--- config.mk ---
export PLATFORM = sky130hd
export DESIGN_NAME = ram_arb_ctrl
export DESIGN_NICKNAME = d
export VERILOG_FILES = /design/src/rtl/ram_arb_ctrl.sv
export SDC_FILE = /design/constraint.sdc
export NUM_CORES = 1
export LEC_CHECK = 0
export BUFFER_PORTS_ARGS = -buffer_cell sky130_fd_sc_hd__clkbuf_2
export CORE_MARGIN = 10
export CORE_UTILIZATION = 45
export DETAILED_ROUTE_END_ITERATION = 10
export PLACE_DENSITY = 0.79
export SLEW_MARGIN = 5
export SYNTH_ARGS = -nofsm -noshare
export SYNTH_HDL_FRONTEND = slang
export SYNTH_SLANG_ARGS = --single-unit
export TNS_END_PERCENT = 30
--- constraint.sdc ---
create_clock -name i_clk -period 5.7 [get_ports i_clk]
set_input_delay 1.425 -clock i_clk [delete_from_list [all_inputs] [get_ports i_clk]]
set_output_delay 1.425 -clock i_clk [all_outputs]
set_load 0.005 [all_outputs]
--- src/rtl/ram_arb_ctrl.sv ---
// Round-robin arbiter and sequencer that serialises two requesters onto one single-port RAM.
// Each access runs IDLE -> ISSUE -> CAPTURE -> RESP; out-of-range addresses go straight to RESP.
module ram_arb_ctrl #(
    parameter int ADDR_W    = 14,
    parameter int DATA_W    = 32,
    parameter int RAM_DEPTH = 16000
) (
    input  logic              i_clk,
    input  logic              i_rst,
    input  logic              i_req0,
    input  logic              i_req1,
    input  logic              i_we0,
    input  logic              i_we1,
    input  logic [ADDR_W-1:0] i_addr0,
    input  logic [ADDR_W-1:0] i_addr1,
    input  logic [DATA_W-1:0] i_wdata0,
    input  logic [DATA_W-1:0] i_wdata1,
    output logic              o_done0,
    output logic              o_done1,
    output logic [DATA_W-1:0] o_rdata0,
    output logic [DATA_W-1:0] o_rdata1,
    output logic              o_err0,
    output logic              o_err1,
    output logic              o_busy,
    output logic              o_ram_en,
    output logic              o_ram_rw,
    output logic [ADDR_W-1:0] o_ram_addr,
    output logic [DATA_W-1:0] o_ram_wdata,
    input  logic [DATA_W-1:0] i_ram_rdata,
    input  logic              i_ram_read_ack,
    input  logic              i_ram_write_ack
);

    typedef enum logic [1:0] {IDLE, ISSUE, CAPTURE, RESP} state_t;

    localparam logic [ADDR_W:0] DEPTH_LIM = (ADDR_W + 1)'(RAM_DEPTH);

    state_t              r_state;
    logic                r_last;
    logic                r_owner;
    logic                r_we;
    logic                r_ram_en;
    logic                r_ram_rw;
    logic [ADDR_W-1:0]   r_ram_addr;
    logic [DATA_W-1:0]   r_ram_wdata;
    logic                r_done0;
    logic                r_done1;
    logic                r_err0;
    logic                r_err1;
    logic [DATA_W-1:0]   r_rdata0;
    logic [DATA_W-1:0]   r_rdata1;

    logic                w_any;
    logic                w_grant1;
    logic                w_we;
    logic [ADDR_W-1:0]   w_addr;
    logic [DATA_W-1:0]   w_wdata;
    logic                w_oor;
    logic                w_ack_ok;
    logic [DATA_W-1:0]   w_cap_rdata;

    // r_last is the port served most recently; on a tie the other port wins.
    assign w_any       = i_req0 | i_req1;
    assign w_grant1    = i_req1 & (~i_req0 | ~r_last);
    assign w_we        = w_grant1 ? i_we1    : i_we0;
    assign w_addr      = w_grant1 ? i_addr1  : i_addr0;
    assign w_wdata     = w_grant1 ? i_wdata1 : i_wdata0;
    assign w_oor       = {1'b0, w_addr} >= DEPTH_LIM;

    // RAM acks are sticky levels, so only the pair seen in CAPTURE matters.
    assign w_ack_ok    = r_we ? (i_ram_write_ack & ~i_ram_read_ack)
                              : (i_ram_read_ack  & ~i_ram_write_ack);
    assign w_cap_rdata = r_we ? '0 : i_ram_rdata;

    always_ff @(posedge i_clk or posedge i_rst) begin
        if (i_rst) begin
            r_state     <= IDLE;
            r_last      <= 1'b1;
            r_owner     <= 1'b0;
            r_we        <= 1'b0;
            r_ram_en    <= 1'b0;
            r_ram_rw    <= 1'b0;
            r_ram_addr  <= '0;
            r_ram_wdata <= '0;
            r_done0     <= 1'b0;
            r_done1     <= 1'b0;
            r_err0      <= 1'b0;
            r_err1      <= 1'b0;
            r_rdata0    <= '0;
            r_rdata1    <= '0;
        end else begin
            r_ram_en <= 1'b0;
            r_done0  <= 1'b0;
            r_done1  <= 1'b0;
            r_err0   <= 1'b0;
            r_err1   <= 1'b0;
            r_rdata0 <= '0;
            r_rdata1 <= '0;
            case (r_state)
                IDLE: begin
                    if (w_any) begin
                        r_owner <= w_grant1;
                        r_we    <= w_we;
                        if (w_oor) begin
                            r_state <= RESP;
                            if (w_grant1) begin
                                r_done1 <= 1'b1;
                                r_err1  <= 1'b1;
                            end else begin
                                r_done0 <= 1'b1;
                                r_err0  <= 1'b1;
                            end
                        end else begin
                            r_state     <= ISSUE;
                            r_ram_en    <= 1'b1;
                            r_ram_rw    <= w_we;
                            r_ram_addr  <= w_addr;
                            r_ram_wdata <= w_wdata;
                        end
                    end
                end
                ISSUE: begin
                    r_state <= CAPTURE;
                end
                CAPTURE: begin
                    r_state <= RESP;
                    if (r_owner) begin
                        r_done1  <= 1'b1;
                        r_rdata1 <= w_cap_rdata;
                        r_err1   <= ~w_ack_ok;
                    end else begin
                        r_done0  <= 1'b1;
                        r_rdata0 <= w_cap_rdata;
                        r_err0   <= ~w_ack_ok;
                    end
                end
                RESP: begin
                    r_last  <= r_owner;
                    r_state <= IDLE;
                end
                default: begin
                    r_state <= IDLE;
                end
            endcase
        end
    end

    assign o_busy      = (r_state != IDLE);
    assign o_ram_en    = r_ram_en;
    assign o_ram_rw    = r_ram_rw;
    assign o_ram_addr  = r_ram_addr;
    assign o_ram_wdata = r_ram_wdata;
    assign o_done0     = r_done0;
    assign o_done1     = r_done1;
    assign o_err0      = r_err0;
    assign o_err1      = r_err1;
    assign o_rdata0    = r_rdata0;
    assign o_rdata1    = r_rdata1;

endmodule

Word level (Yosys, flattened, before mapping)
Index checks and enable logic that the tools add are counted.

word-level totals
  logic and storage cells = 63
  bits of input ports = 132
  output and inout bits = 117
  bits in registers = 121

cells by class
  equal/unequal tests = 4
  $lt $le $gt $ge = 1
  muxes and demuxes = 29
  bitwise operators = 11
  reduce and logical (&&, ||, !) cells = 4

operators by type and width
  cell                  count
  $mux 32               6
  $mux 1                15
  $ge 14x14->1 const B  1
  $mux 14               1
  $pmux 1 s2            4
  $pmux 2 s4            1
  $not 1->1             6
  $eq 2x2->1 const B    2
  $mux 2                2
  $and 1x1->1           3
  $reduce_and 3->1      1
  $eq 2x1->1 const B    1
  $logic_not 2->1       1
  $ne 2x2->1 const B    1
  $or 1x1->1            2
  $reduce_and 2->1      1
  $reduce_bool 2->1     1

Longest topological paths before layout
Gate-level depths: netlist (run 1).

  depth in word-level cells = 8
  gate-level depth with buffers = 7
  gate-level depth less buffers = 6

Worst setup path after synthesis (run 1)
OpenSTA, ideal clock, no wires.

  path type = in2reg
  start = in i_req1
  end = reg r_ram_addr[0] (netlist: o_ram_addr[0])
  required time = 5572 ps
  buffers on the path = 2
  library setup time = 128 ps
  arrival = 2653 ps
  setup slack = 2919 ps
  stages on the path = 6
  cell sequence = a21boi_4 > nor3_1 > a211oi_2 > buf_4 > buf_4 > mux2_1

between the ends
  word-level cells in the longest chain between the ends = 5
  elaborated cells on any way between the ends = 6
  classes of those cells = 1 x order compare; 1 x mux; 3 x bitwise; 1 x reduce/logical

RTL lines
  what                               RTL line  RTL
  from (decl)                        11        input logic i_req1,
  $and 1x1->1                        64        assign w_grant1 = i_req1 & (~i_req0 | ~r_last);
  $mux 14                            66        assign w_addr = w_grant1 ? i_addr1 : i_addr0;
  $ge 14x14->1                       68        assign w_oor = {1'b0, w_addr} >= DEPTH_LIM;
  $not 1->1 (no source line)         n/a
  $reduce_and 3->1 (no source line)  n/a
  to (signal assigned)               117       r_ram_addr <= w_addr;
  to (decl)                          44        logic [ADDR_W-1:0] r_ram_addr;

Several ways; a longest one is shown, not always the timed one.
A chain may end at the register's enable or synchronous reset.

Final worst setup path (run 1)
  start = in i_req0
  end = reg r_ram_wdata[7] (netlist: o_ram_wdata[7])

between the ends
  word-level cells in the longest chain between the ends = 7
  elaborated cells on any way between the ends = 9
  classes of those cells = 1 x order compare; 2 x mux; 5 x bitwise; 1 x reduce/logical

RTL lines
  what                               RTL line  RTL
  from (decl)                        10        input logic i_req0,
  $not 1->1                          64
  $or 1x1->1                         64
  $and 1x1->1                        64
  $mux 14                            66
  $ge 14x14->1                       68
  $not 1->1 (no source line)         n/a
  $reduce_and 3->1 (no source line)  n/a
  to (signal assigned)               118       r_ram_wdata <= w_wdata;
  to (decl)                          45        logic [DATA_W-1:0] r_ram_wdata;

Several ways; a longest one is shown, not always the timed one.

==> run_results.csv, run 1 <==
group,metric,value,unit
run_status,outcome,"complete, no violations",
layout,final_common_cell,"clkbuf_2",
power_and_ir_drop,ir_drop,0.257,mV
clock_tree,cts_buffers,17,
worst_setup_path,path_class,"in2reg",
worst_setup_path,endpoint_kind,"flop",
placed_design,dp_hpwl,10.8,mm
timing,setup-tns-final,0,ps
yosys,synth.net_count,504,
drt,num_vias,3720,
yosys,netlist_area,0.00487,mm^2
drt,wl_per_cell,18.3,um
clock_tree,post_cts_resized,0,
yosys,synth-main-ff-cell,"dfrtp_1",
floorplanning,std_cell_rows,37,
floorplanning,start_util,0.467,
floorplanning,die_y,124,um
drt,ant_nets,0,
timing,finalCritPeriodShare,0.592,
clock_tree,htree_num_levels,4,
timing,fin_skew,5.63,ps
yosys,synth-edff-count,0,
yosys,ys_seq_area_frac,0.623,
worst_setup_path,worstPathArrival,3760,ps
floorplanning,pin_count,249,
global_routing,first_global_vias,4101,
power_and_ir_drop,p_leak,3.54,nW
timing,final_max_slew_viol_count,0,
min_path,min_path_type,"reg2reg",
worst_setup_path,crit_path_max_fanout,48,
floorplanning,die_area,0.0154,mm^2
layout,drive_gt1_frac,0.538,
global_routing,grt_max_degree,73,
timing,max_slew_margin,0.325,
timing,worst_pin_slew,1010,ps
global_routing,grt_pass1_wl,21.4,mm
yosys,yosysWarningCount,0,
yosys,synth_compound_area_frac,0.0216,
yosys,async_flop_share,1.00,
clock_tree,cts_max_path_buffers,2,
floorplanning,core-area,0.0104,mm^2
drt,detail_route.first_pass.iterations,4,
yosys,synth_top_family_by_area,"multiplexers",
yosys,synthXorXnorAreaFrac,0,
drt,via_per_inst,4.83,
clock_tree,cts_tree,"built",
timing,max_freq,296,MHz
drt,drt_iter0_markers,201,
timing,final.setup.worst_slack,2330,ps
timing,setup_viol,0,
global_routing,antenna_found_initial,0,
placed_design,routabilityCongestion,0.853,
clock_tree,clock_latency,500,ps
clock_tree,clk_pin_slew_worst_paths,60,ps
yosys,synth_seq_cells,121,
layout,final_cell_mix,"clkbuf_2 (248), dfrtp_1 (120), nor2_1 (66)",
yosys,yosys.area_share.adder,0.00771,
clock_tree,cts_hold_buf,0,
yosys,synth_mux_area_frac,0.218,
layout,fin_nets,756,
timing,hold_viol,0,
placed_design,dp_slack,1790,ps
yosys,synth_cell_types,25,
yosys,yosys.area_share.simple,0.108,
power_and_ir_drop,p_per_area,473,mW/mm^2
drt,drc,0,
layout,area_growth_syn_to_layout,40.0,%
yosys,syn_avg_cell_area,13.2,um^2
timing,grt_setup_unrepaired,"no",
global_routing,overflow,0,
clock_tree,clock-sinks,121,
global_routing,track_usage,0.181,
clock_tree,post_cts.repair.setup_buffers,0,
worst_setup_path,critPathLaunchType,"primary input",
yosys,synth_cells,369,
clock_tree,cts_root_buf,"clkbuf_8",
layout,antenna_cells,0,
flow_run,maxCapViolations,0,
timing,min_period,3370,ps
drt,wirelength,14.1,mm
floorplanning,die_w,124,um
placed_design,portBuffers,248,
worst_setup_path,cp.required,6090,ps
==> critical path, cell delays in order <==
cell and delay (ps):
clkbuf_2 140, a21boi_4 710, nor3_1 260, a211oi_4 260, buf_4 550, mux2_2 410
==> cell usage after synthesis (all sizes together) (2+ instances only) <==
library cell	instances	area share
dfrtp	120	0.62
mux2	94	0.22
nor2	66	0.051
nand2b	34	0.044
clkbuf	14	0.011
buf	6	0.0077
o21ai	6	0.0062
inv	5	0.0039
nand2	4	0.0031
ha	3	0.0077
a21oi	2	0.0021
nand4	2	0.0026
nor3	2	0.0021
o22a	2	0.0036
or4	2	0.0031
==> worst paths after layout <==
| path | from | end | slack (ps) | cells after the start |
|---|---|---|---|---|
| setup / recovery | i_req0 | o_ram_wdata[7] | 2330 | 6 |
| hold / removal | o_ram_wdata[29] | o_ram_wdata[29] | 490 | 1 |
| setup reg to reg | r_last | o_ram_wdata[7] | 3020 | 5 |
| hold reg to reg | o_ram_wdata[29] | o_ram_wdata[29] | 490 | 1 |
| max in group asynchronous | i_rst | o_rdata0[10] | 3420 | 3 |
| min in group asynchronous | i_rst | o_ram_wdata[1] | 1080 | 2 |
==> final cells by class <==
class                      instances  area (um^2)
tap                              136          170
fill                             829         3600
sequential                       121         3030
clock inverter                    14          149
clock buffer                      18          428
timing repair buffer             253         1280
multi-input combinational        223         1740
inverter                           5         21.3
==> flip-flops by register name, indices dropped and copies added, names as in the netlist, 2 cells and up <==
name / count
o_ram_wdata: 32
o_rdata0: 32
r_state: 2
o_ram_addr: 14
o_rdata1: 32
==> layer usage <==
layer	vias to the layer above	wire length (um)	track usage
met2	145	7650	0.322
li1	1747	-	-
met3	13	1520	0.0787
met1	1815	4700	0.186
met4	0	223	0.0640
met5	-	0	0
==> through the flow <==
stage                     power (mW)   util  instance area (um^2)  cells  hold slack (ps)
final                           3.22  0.654                  6810    770              485
after global routing            3.42  0.654                  6810    770              498
after CTS                       3.27  0.654                  6810    770              488
after detailed placement        2.23  0.599                  6230    738              474
after global placement          2.18  0.599                  6230    738              468
after floorplan                 1.78      -                  4870    369              480
==> where the power goes <==
group | switching [mW] | total, mW | internal (mW)
sequential | 0.154 | 1.26 | 1.11
combinational | 0.457 | 0.935 | 0.478
clock | 0.390 | 1.02 | 0.634
total | 1.00 | 3.22 | 2.22
==> logic make-up (layout without fill, tap and decap cells) <==
logic type,after synthesis,count (layout)
flip-flops,121,121
AND/OR/NAND/NOR,112,112
multiplexers,94,94
buffers and inverters,25,290
AO/OA/AOI/OAI,14,14
adder cells (fa/ha/maj),3,3
(Power assumes the default switching activity.)
==> inputs of run 2 (changes only) <==
Settings changed: CORE_UTILIZATION 45 to 41, PLACE_DENSITY 0.79 to 0.76.
Clock period 5.7 ns to 2.7 ns, I/O delays scaled along.
==> run_results.csv, run 2 (synthesized netlist as in run 1, its figures left out) <==
group,metric,value,unit
clock_tree,clock_latency,410,ps
power_and_ir_drop,p_per_area,1010,mW/mm^2
clock_tree,cts_buffers,17,
clock_tree,post_cts_resized,0,
timing,max_freq,499,MHz
global_routing,antenna_found_initial,0,
drt,drc,0,
clock_tree,clock-sinks,121,
worst_setup_path,critPathLaunchType,"flop",
timing,max_slew_margin,0.400,
timing,setup_viol,0,
clock_tree,cts_tree,"built",
layout,final_cell_mix,"clkbuf_2 (248), dfrtp_1 (120), nor2_1 (66)",
worst_setup_path,cp.required,2030,ps
clock_tree,cts_hold_buf,0,
clock_tree,cts_max_path_buffers,2,
floorplanning,core-area,0.0115,mm^2
power_and_ir_drop,sequentialPowerShare,0.380,
timing,worst_pin_slew,900,ps
global_routing,grt_pass1_wl,20.9,mm
drt,num_vias,3665,
power_and_ir_drop,ir_drop,0.522,mV
layout,fin_nets,759,
timing,grt_setup_unrepaired,"no",
worst_setup_path,endpoint_kind,"output port",
clock_tree,cts_root_buf,"clkbuf_16",
placed_design,dp_slack,373,ps
floorplanning,start_util,0.423,
timing,hold_viol,0,
worst_setup_path,worstPathArrival,1330,ps
placed_design,portBuffers,248,
worst_setup_path,reg2reg_from,"r_state[0]",
floorplanning,die_w,129,um
timing,final_max_slew_viol_count,0,
min_path,min_path_type,"in2async",
timing,finalCritPeriodShare,0.742,
drt,ant_nets,0,
global_routing,grt_max_degree,122,
layout,antenna_cells,0,
global_routing,first_global_vias,4003,
drt,detail_route.first_pass.iterations,5,
placed_design,routabilityCongestion,0.739,
worst_setup_path,crit_path_max_fanout,5,
layout,final_common_cell,"clkbuf_2",
drt,wl_per_cell,17.7,um
power_and_ir_drop,switching_power,2.09,mW
drt,via_per_inst,4.70,
worst_setup_path,path_class,"reg2out",
worst_setup_path,r2r-end,"o_ram_wdata[6]",
power_and_ir_drop,pwr-share-comb,0.288,
run_status,outcome,"complete, no violations",
worst_setup_path,reg2reg_depth,6,
layout,drive_gt1_frac,0.540,
timing,min_period,2000,ps
floorplanning,die_area,0.0166,mm^2
timing,fin_skew,19.2,ps
global_routing,track_usage,0.160,
power_and_ir_drop,p_leak,3.59,nW
worst_setup_path,r2r_setup_slack,760,ps
power_and_ir_drop,p_sw_frac,0.300,
drt,wirelength,13.8,mm
drt,drt_iter0_markers,141,
flow_run,maxCapViolations,0,
timing,setup-tns-final,0,ps
floorplanning,die_y,129,um
timing,final.setup.worst_slack,697,ps
global_routing,overflow,0,
layout,area_growth_syn_to_layout,41.9,%
floorplanning,pin_count,249,
clock_tree,htree_num_levels,4,
clock_tree,post_cts.repair.setup_buffers,0,
clock_tree,clk_pin_slew_worst_paths,50,ps
power_and_ir_drop,clockPowerShare,0.332,
worst_setup_path,critPathLaunch,"r_state[0]",
placed_design,dp_hpwl,10.8,mm
worst_setup_path,cp-endpoint,"o_busy",
power_and_ir_drop,p_int,4.87,mW
floorplanning,std_cell_rows,39,
-- run 2: power by group through the flow --
stage                     Clock [mW]  Combinational, mW  Sequential [mW]
after floorplan                    0               1.11             2.65
after global routing            2.44               2.22             2.72
after global placement             0               1.98             2.64
final                           2.31               2.00             2.64
after CTS                       2.35               2.05             2.65
after detailed placement           0               2.05             2.68
-- run 2: stage by stage --
step | utilization | instances | hold slack, ps | cell area, um^2 | power (mW)
CTS | 0.599 | 780 | 486 | 6900 | 7.06
detailed placement | 0.546 | 748 | 477 | 6290 | 4.73
floorplan | - | 369 | 480 | 4870 | 3.76
global route | 0.599 | 780 | 494 | 6900 | 7.38
global placement | 0.546 | 748 | 469 | 6290 | 4.63
finish | 0.599 | 780 | 417 | 6900 | 6.95
-- run 2: area by class of cell --
| type | instances | area [um^2] |
|---|---|---|
| fill | 947 | 4610 |
| inverter | 5 | 22.5 |
| tap | 143 | 179 |
| clock inverter | 14 | 171 |
| clock buffer | 18 | 439 |
| multi-input combinational | 223 | 1740 |
| timing repair buffer | 256 | 1330 |
| sequential | 121 | 3030 |
-- run 2: how the worst min path moves through the flow --
stage	start	end	slack [ps]	depth (start not counted)
2_1_floorplan	r_owner	r_owner	480	1
3_3_place_gp	o_ram_wdata[13]	o_ram_wdata[13]	470	1
3_5_place_dp	o_ram_addr[0]	o_ram_addr[0]	480	1
4_1_cts	i_rst	o_rdata0[18]	490	3
5_1_grt	i_ram_rdata[29]	o_rdata1[29]	490	3
6_report	i_rst	o_rdata0[13]	420	3
-- run 2: routing by layer --
metal,global-route usage,part of all wire,up-vias
met5,0,0,-
met4,0.0488,0.0091,0
met3,0.0850,0.12,10
met2,0.284,0.52,152
met1,0.160,0.36,1761
li1,-,-,1742
-- run 2: critical path, stage by stage, from the launching register on --
cell,delay (ps)
dfrtp_1,410
inv_1,90
ha_1,230
inv_1,70
clkbuf_2,120
